## src/rtl/alu_pkg.sv

```systemverilog
// alu_pkg: shared constants and FSM state type for the ALU arbiter
package alu_pkg;
    localparam int ALU_OPC_W  = 3;
    localparam int DATA_W_DEF = 32;
    localparam int TAG_W_DEF  = 4;
    typedef enum logic [1:0] {IDLE, ISSUE, WAIT, RESP} state_t;
endpackage

```

## src/rtl/alu_arbiter_rr_arb2.sv

```systemverilog
// rr_arb2: two-way priority-pointer arbiter producing a one-hot grant
module rr_arb2 (
    input  logic [1:0] valid,
    input  logic       prio,
    output logic [1:0] grant
);
    // favour the requester the pointer names, fall back to the other one
    always_comb
        grant = valid[prio] ? (prio ? 2'b10 : 2'b01) : valid[~prio] ? (prio ? 2'b01 : 2'b10) : 2'b00;
endmodule

```

## src/rtl/alu_arbiter.sv

```systemverilog
// alu_arbiter: round-robin sequencer sharing one registered ALU between two requesters
module alu_arbiter import alu_pkg::*; #(
    parameter int DATA_W  = DATA_W_DEF,
    parameter int TAG_W   = TAG_W_DEF,
    parameter int ALU_LAT = 1
) (
    input  logic                   clk,
    input  logic                   rst,
    input  logic [1:0]             req_valid,
    output logic [1:0]             req_ready,
    input  logic [2*DATA_W-1:0]    req_op1,
    input  logic [2*DATA_W-1:0]    req_op2,
    input  logic [2*ALU_OPC_W-1:0] req_opcode,
    input  logic [2*TAG_W-1:0]     req_tag,
    output logic [1:0]             rsp_valid,
    input  logic [1:0]             rsp_ready,
    output logic [DATA_W:0]        rsp_result,
    output logic                   rsp_overflow,
    output logic [TAG_W-1:0]       rsp_tag,
    output logic [DATA_W-1:0]      alu_operand1,
    output logic [DATA_W-1:0]      alu_operand2,
    output logic [ALU_OPC_W-1:0]   alu_opcode,
    output logic                   alu_en,
    input  logic [DATA_W:0]        alu_result,
    input  logic                   alu_overflow
);
    localparam int CNT_W = $clog2(ALU_LAT + 1);

    state_t           state;
    logic             prio;
    logic             gnt;
    logic [CNT_W-1:0] cnt;
    logic [1:0]       grant;

    rr_arb2 u_arb (.valid(req_valid), .prio(prio), .grant(grant));

    // only an idle, out-of-reset arbiter offers its grant
    always_comb req_ready = (state == IDLE && rst) ? grant : 2'b00;

    // sequencer: accept, pulse the ALU, wait out its latency, hold the response
    always_ff @(posedge clk or negedge rst) begin
        if (!rst) begin
            state        <= IDLE;
            prio         <= 1'b0;
            gnt          <= 1'b0;
            cnt          <= '0;
            alu_operand1 <= '0;
            alu_operand2 <= '0;
            alu_opcode   <= '0;
            alu_en       <= 1'b0;
            rsp_valid    <= 2'b00;
            rsp_result   <= '0;
            rsp_overflow <= 1'b0;
            rsp_tag      <= '0;
        end else begin
            case (state)
                IDLE: if (req_ready != 2'b00) begin
                    alu_operand1 <= req_ready[1] ? req_op1[2*DATA_W-1:DATA_W] : req_op1[DATA_W-1:0];
                    alu_operand2 <= req_ready[1] ? req_op2[2*DATA_W-1:DATA_W] : req_op2[DATA_W-1:0];
                    alu_opcode   <= req_ready[1] ? req_opcode[2*ALU_OPC_W-1:ALU_OPC_W] : req_opcode[ALU_OPC_W-1:0];
                    rsp_tag      <= req_ready[1] ? req_tag[2*TAG_W-1:TAG_W] : req_tag[TAG_W-1:0];
                    gnt          <= req_ready[1];
                    alu_en       <= 1'b1;
                    state        <= ISSUE;
                end
                ISSUE: begin
                    alu_en <= 1'b0;
                    cnt    <= CNT_W'(ALU_LAT);
                    state  <= WAIT;
                end
                WAIT: begin
                    cnt <= cnt - CNT_W'(1);
                    if (cnt == CNT_W'(1)) begin
                        rsp_result   <= alu_result;
                        rsp_overflow <= alu_overflow;
                        rsp_valid    <= gnt ? 2'b10 : 2'b01;
                        state        <= RESP;
                    end
                end
                RESP: if (rsp_ready[gnt]) begin
                    rsp_valid <= 2'b00;
                    prio      <= ~gnt;
                    state     <= IDLE;
                end
            endcase
        end
    end
endmodule

```

## config.mk

```make
export PLATFORM = sky130hd
export DESIGN_NAME = alu_arbiter
export DESIGN_NICKNAME = d
export VERILOG_FILES = /design/src/rtl/alu_pkg.sv /design/src/rtl/alu_arbiter_rr_arb2.sv /design/src/rtl/alu_arbiter.sv
export SDC_FILE = /design/constraint.sdc
export NUM_CORES = 1
export LEC_CHECK = 0
export BUFFER_PORTS_ARGS = -buffer_cell sky130_fd_sc_hd__buf_4
export CELL_PAD_IN_SITES_DETAIL_PLACEMENT = 1
export CELL_PAD_IN_SITES_GLOBAL_PLACEMENT = 1
export CORE_ASPECT_RATIO = 1.25
export CORE_UTILIZATION = 36
export CTS_CLUSTER_DIAMETER = 50
export DETAILED_ROUTE_END_ITERATION = 10
export GPL_TIMING_DRIVEN = 0
export HOLD_SLACK_MARGIN = 0.02
export PLACE_DENSITY_LB_ADDON = 0.12
export SYNTH_ARGS = -nofsm -noshare
export SYNTH_HDL_FRONTEND = slang
export SYNTH_SLANG_ARGS = --single-unit
```

## constraint.sdc

```tcl
create_clock -name clk -period 4.48 [get_ports clk]
set_input_delay 0 -clock clk [delete_from_list [all_inputs] [get_ports clk]]
set_output_delay 0 -clock clk [all_outputs]
set_load 0.005 [all_outputs]
```

# Word level (Yosys, flattened, before mapping)
# Index checks and enable logic that the tools add are counted.
dict set report classes {
  n_eq_ne 6
  n_bitwise 2
  n_reduce_logical 12
  n_addsub 1
  n_lt_le_gt_ge 3
  mux 25
}
# cell n
set op_table {}
lappend op_table {{$mux 32} 2}
lappend op_table {{$mux 2} 10}
lappend op_table {{$pmux 2 s4} 1}
lappend op_table {{$reduce_and 2->1} 4}
lappend op_table {{$reduce_bool 2->1} 4}
lappend op_table {{$mux 1} 7}
lappend op_table {{$lt 1x2->1 const B} 3}
lappend op_table {{$reduce_and 3->1} 2}
lappend op_table {{$eq 2x2->1 const B} 2}
lappend op_table {{$mux 4} 1}
lappend op_table {{$ne 2x2->1 const B} 2}
lappend op_table {{$pmux 1 s2} 2}
lappend op_table {{$pmux 2 s2} 1}
lappend op_table {{$mux 3} 1}
lappend op_table {{$eq 2x1->1 const B} 1}
lappend op_table {{$logic_not 2->1} 1}
lappend op_table {{$ne 2x1->1 const B} 1}
lappend op_table {{$not 1->1} 2}
lappend op_table {{$logic_and 1x1->1} 1}
lappend op_table {{$sub 1x1->1 const B} 1}
dict set report totals {
  out_inout_bits 110
  in_bits 182
  word_cells 61
  regBits 113
}

# Logic depth before layout (Yosys ltp)
dict set report logic_depth {
  ltp_word 9
  mapped_depth 8
  ltp_nobuf 5
}

# Modules after synthesis
# Synthesis repeated with hierarchy kept, for this count alone.
dict set report unflattened {
  cells_unflattened 427
  hier_area_um2 5007.3
}
# mod cells_each area_per_inst_um2 n_inst seq_area_each_um2
set by_module_without_submodules {}
lappend by_module_without_submodules {alu_arbiter 424 4988.5 1 2827.7}
lappend by_module_without_submodules {rr_arb2 3 18.8 1 0.0}

# Least setup slack after synthesis
# No wires, ideal clock.
dict set report synth_path {
  kind {flip-flop to flip-flop}
  startpoint {register state[0]}
  endpoint {register gnt}
  arrival_time_ps 1563
  setup_slack_ps 2793
  path_buffers 3
  path_stages_with_launch 9
  setup_time_ps 124
  required_time_ps 4356
  synth_period_minus_slack_ps 1687
  path_cell_list {dfrtp_1 -> inv_1 -> ha_1 -> and3_1 -> buf_4 -> and2_4 -> buf_6 -> buf_8 -> o21bai_1}
}
dict set report synth_via {
  elab_chain_len 5
}
# item line
set synth_rtl {}
lappend synth_rtl {{start: declaration} alu_arbiter.sv:29} ;# state_t state;
lappend synth_rtl {{start signal: assignment} alu_arbiter.sv:43} ;# state <= IDLE;
lappend synth_rtl {{start signal: assignment} alu_arbiter.sv:64} ;# state <= ISSUE;
lappend synth_rtl {{start signal: assignment} alu_arbiter.sv:69} ;# state <= WAIT;
lappend synth_rtl {{$logic_not 2->1 *} alu_arbiter.sv:38} ;# always_comb req_ready = (state == IDLE && rst) ? grant : 2'b00;
lappend synth_rtl {{$logic_and 1x1->1 *} alu_arbiter.sv:38}
lappend synth_rtl {{$mux 2 *} alu_arbiter.sv:38}
lappend synth_rtl {{via req_ready[1]} alu_arbiter.sv:10} ;# output logic [1:0] req_ready,
lappend synth_rtl {{$reduce_bool 2->1} alu_arbiter.sv:57} ;# IDLE: if (req_ready != 2'b00) begin
lappend synth_rtl {{$reduce_and 2->1 (no line)} --}
lappend synth_rtl {{end signal: assignment} alu_arbiter.sv:62} ;# gnt <= req_ready[1];
lappend synth_rtl {{end: declaration} alu_arbiter.sv:31} ;# logic gnt;
# Mark *: on every way through the listed nets, which the timed path passes. The rest lies on a longest branch.
# A chain may end at the register's enable or synchronous reset.

# Final worst setup path
dict set report layout_path {
  startpoint {register state[0]}
  endpoint {register alu_operand2[6]}
}
dict set report layout_via {
  elab_chain_len 5
  elab_cells_between_ends 6
  cone_classes {2 x mux; 4 x reduce/logical}
}
# item line
set layout_rtl {}
lappend layout_rtl {{$logic_not 2->1 *} {alu_arbiter.sv:38, alu_arbiter.sv:56}}
lappend layout_rtl {{$logic_and 1x1->1} alu_arbiter.sv:38}
lappend layout_rtl {{$mux 2} alu_arbiter.sv:38}
lappend layout_rtl {{$reduce_bool 2->1} alu_arbiter.sv:57}
lappend layout_rtl {{$reduce_and 2->1 (no line)} --}
lappend layout_rtl {{end signal: assignment} alu_arbiter.sv:59} ;# alu_operand2 <= req_ready[1] ? req_op2[2*DATA_W-1:DATA_W] : req_op2[DATA_W-1:0];
lappend layout_rtl {{end: declaration} alu_arbiter.sv:21} ;# output logic [DATA_W-1:0] alu_operand2,
# Every way passes the cells marked *; elsewhere a longest branch is shown, timed or not.

==> metrics.md <==
| Metric | Value |
|---|---|
| Nets | approximately 1.2k |
| Crit. End Element | register |
| Status | completed |
| Critical path class | reg -> reg |
| Register cell area after layout | between 0.002 and 0.003 mm² |
| Num Clock Sinks | 113 |
| Commonest cells post-synth | nand2_1, dfrtp_1, nand3_1 |
| Syn_nets | approximately 700 |
| Vias in the first global route | about 7.5k |
| H-tree depth | 4 |
| Final ANT Viol Nets | 0 |
| Port bufs | 291 |
| Initial Util | 36.7% |
| FF+latch count, synth | between 100 and 150 |
| Ys flop type | dfrtp_1 |
| Layout cells sized above 1 | roughly 44% |
| Ys async rst share | 100% |
| Power Density | approximately 630 mW/mm² |
| Overall Global Routing Usage | around a third |
| DRT iter0 DRCs | approximately 330 |
| WL/cell | about 22 µm |
| Fin Setup TNS | 0 ps |
| Compound-Gate Fraction of Synth Area | about 17% |
| HP Class | in -> reg |
| Syn avg cell area | approximately 11 µm² |
| Standby leakage power | between 4 and 5 nW |
| Ys Warns | 0 |
| Cts bufs inserted | 17 |
| TritonCTS clock tree | built |
| Synth area leaders | dfrtp_1, o211ai_2, nand2_1 |
| Detailed Place HPWL | 14.5 mm |
| Simple-Gate Fraction of Synth Area | 17.5% |
| Max Fclk | around 360 MHz |
| Peak VDD IR | between 300 and 400 µV |
| Post-Syn Instances | slightly above 500 |
| Routed WL | roughly 27 mm |
| Crit path launch type | register |
| First-pass GRT wire length | ~42 mm |
| Core box area | roughly 0.015 mm² |
| Synth cell types | 27 |
| Detailed-route vias per instance | about 5.3 |
| Design area | approximately 0.010 mm² |
| Clock Path Buffers | 2 |
| Cell taking the most area after synthesis | dfrtp_1 |
| Worst-Margin Slew | 1000 ps |
| Tot Pwr | about 6.5 mW |
| Largest net degree at the start of global routing | 99 |
| RSZ-0062 raised after global routing | false |
| DRC violations left | 0 |
| Area growth from synthesis to layout | 88.9% |
| Area of the die | roughly 0.016 mm² |
| Critical Path Fanout Max | 10 |
| Site row count | 50 |
| Initial antenna violation count | 1 |
| Post-CTS Setup Bufs | 0 |
| Fraction of the mapped netlist area in adder cells | about 1.1% |
| Placed inst area | 0.00793 mm² |
| Clock latency on the worst-skew pair | 410 ps |
| Grt ovf | 0 |
| Die X-Extent | around 110 µm |
| Area share of the largest cell type after synthesis | between 50% and 60% |
| Post-synthesis sequential area ratio | between 50 and 60% |
| CP Data Arrival Time | ~3100 ps |
| Mux contribution to synthesized area | roughly 8.0% |
| Cell Area, Synth | roughly 0.0055 mm² |
| Final Wtd Congestion | a little under 0.8 |
| Leading cell type by number of instances after synthesis | nand2_1 |
| Final hold viol count | 0 |
| Setup Skew | between 9 and 10 ps |
| WP data required | between 4000 and 5000 ps |
| Die Ht | ~140 µm |
| Fillers | roughly 1.6k |
| Maxcap violations | 0 |
| Root Driver | clkbuf_16 |
| EDFF count, synth | 0 |
| Synth Area in XOR/XNOR | 0% |
| Final setup viols | 0 |
| Clk slew on worst S/H paths | 60 ps |
| Slew Viols, Final | 0 |
| Tcrit/Tclk final | between 60% and 70% |
| Post-route minimum period | approximately 2800 ps |
| Slew Limit Headroom | about a third |
| IO Count | just under 300 |
| Drt pass-1 iters | 4 |
| Largest family of logic cells by synthesized area | simple AND/OR/NAND/NOR gates |
| Multi-input gate area | between 0.002 and 0.0025 mm² |
| Vias | approximately 6.4k |
==> per-layer routing <==
layer	part of all wire, %	up-vias	GRT usage, %
li1	-	2782	-
met1	36	3190	37.1
met2	54	300	64.8
met3	5.3	88	7.75
met4	5.1	0	19.6
met5	0	-	0
==> cell families (layout without fill, tap and decap cells) <==
group,after synthesis,count (layout)
adder cells (fa/ha/maj),5,5
buffers and inverters,46,552
AO/OA/AOI/OAI,82,82
multiplexers,39,39
AND/OR/NAND/NOR,227,227
flip-flops,113,113
other,0,1
==> path summary, 6_finish.rpt <==
check | startpoint | endpoint | slack (ps) | cells after the start
max in group asynchronous | rst | alu_operand1[29]$_DFFE_PN0P_ | 2970 | 3
worst min register to register | rsp_result[27]$_DFFE_PN0P_ | rsp_result[27]$_DFFE_PN0P_ | 520 | 1
worst max register to register | state[0]$_DFFE_PN0P_ | alu_operand2[6]$_DFFE_PN0P_ | 1690 | 8
worst max-delay path | state[0]$_DFFE_PN0P_ | alu_operand2[6]$_DFFE_PN0P_ | 1690 | 8
min in group asynchronous | rst | rsp_tag[3]$_DFFE_PN0P_ | 200 | 3
worst min-delay path | req_valid[0] | gnt$_DFFE_PN0P_ | 140 | 4
==> worst max-delay path, stage by stage, from the launching register on <==
cell,delay (ps)
dfrtp_1,410
inv_1,160
ha_1,310
o211a_1,190
buf_2,260
clkbuf_1,460
nand2_1,180
o211ai_2,160
dlygate4sd3_1,580
==> registers in the layout, indices dropped and copies added, names as in the netlist <==
register and flops:
prio 1, state 2, rsp_valid 2, alu_en 1
cnt 1, alu_operand2 32, alu_opcode 3, rsp_tag 4
alu_operand1 32, gnt 1, rsp_overflow 1, rsp_result 33
==> layout by cell type (no fill, tap or decap), types with 4 or more instances in the layout <==
cell type / Yosys / routed
inv_1: 4 / 4
mux2_2: 37 / 37
o211ai_2: 69 / 69
nand3_1: 73 / 73
clkinv_4: 0 / 4
buf_2: 8 / 8
dfrtp_1: 113 / 113
clkbuf_1: 25 / 25
nor2_1: 4 / 4
ha_1: 5 / 5
nand2_1: 145 / 145
buf_4: 1 / 291
buf_6: 7 / 8
clkbuf_16: 0 / 17
dlygate4sd3_1: 0 / 182
==> layout make-up <==
class / count / area share [%]
antenna: 1 / 0.0241
buffer: 42 / 2.27
tap: 182 / 2.20
inverter: 4 / 0.145
timing repair buffer: 474 / 39.0
clock inverter: 15 / 1.77
clock buffer: 17 / 4.10
sequential: 113 / 27.3
multi-input combinational: 353 / 23.2
==> power by group <==
group	leakage (nW)	total (mW)	switching (mW)	internal [mW]
sequential	1.35	1.92	0.375	1.55
clock	0.290	1.41	0.531	0.880
combinational	3.35	3.21	1.35	1.86
==> metrics by stage <==
stage | utilization [%] | hold slack (ps) | worst slack, ps | instances
finish | 69.3 | 137 | 1690 | 1201
detailed placement | 53.0 | -137 | 2380 | 986
global placement | 52.8 | 232 | 1940 | 985
global route | 69.3 | 138 | 1510 | 1201
CTS | 69.3 | 30.8 | 1750 | 1200
floorplan | - | -296 | 2790 | 512
==> timing repair <==
item | CTS | global route
hold buffers | 182 | 0
resized for setup | 0 | 0
hold endpoints to repair | 221 | 0
Power figures use the tool's default switching activity.
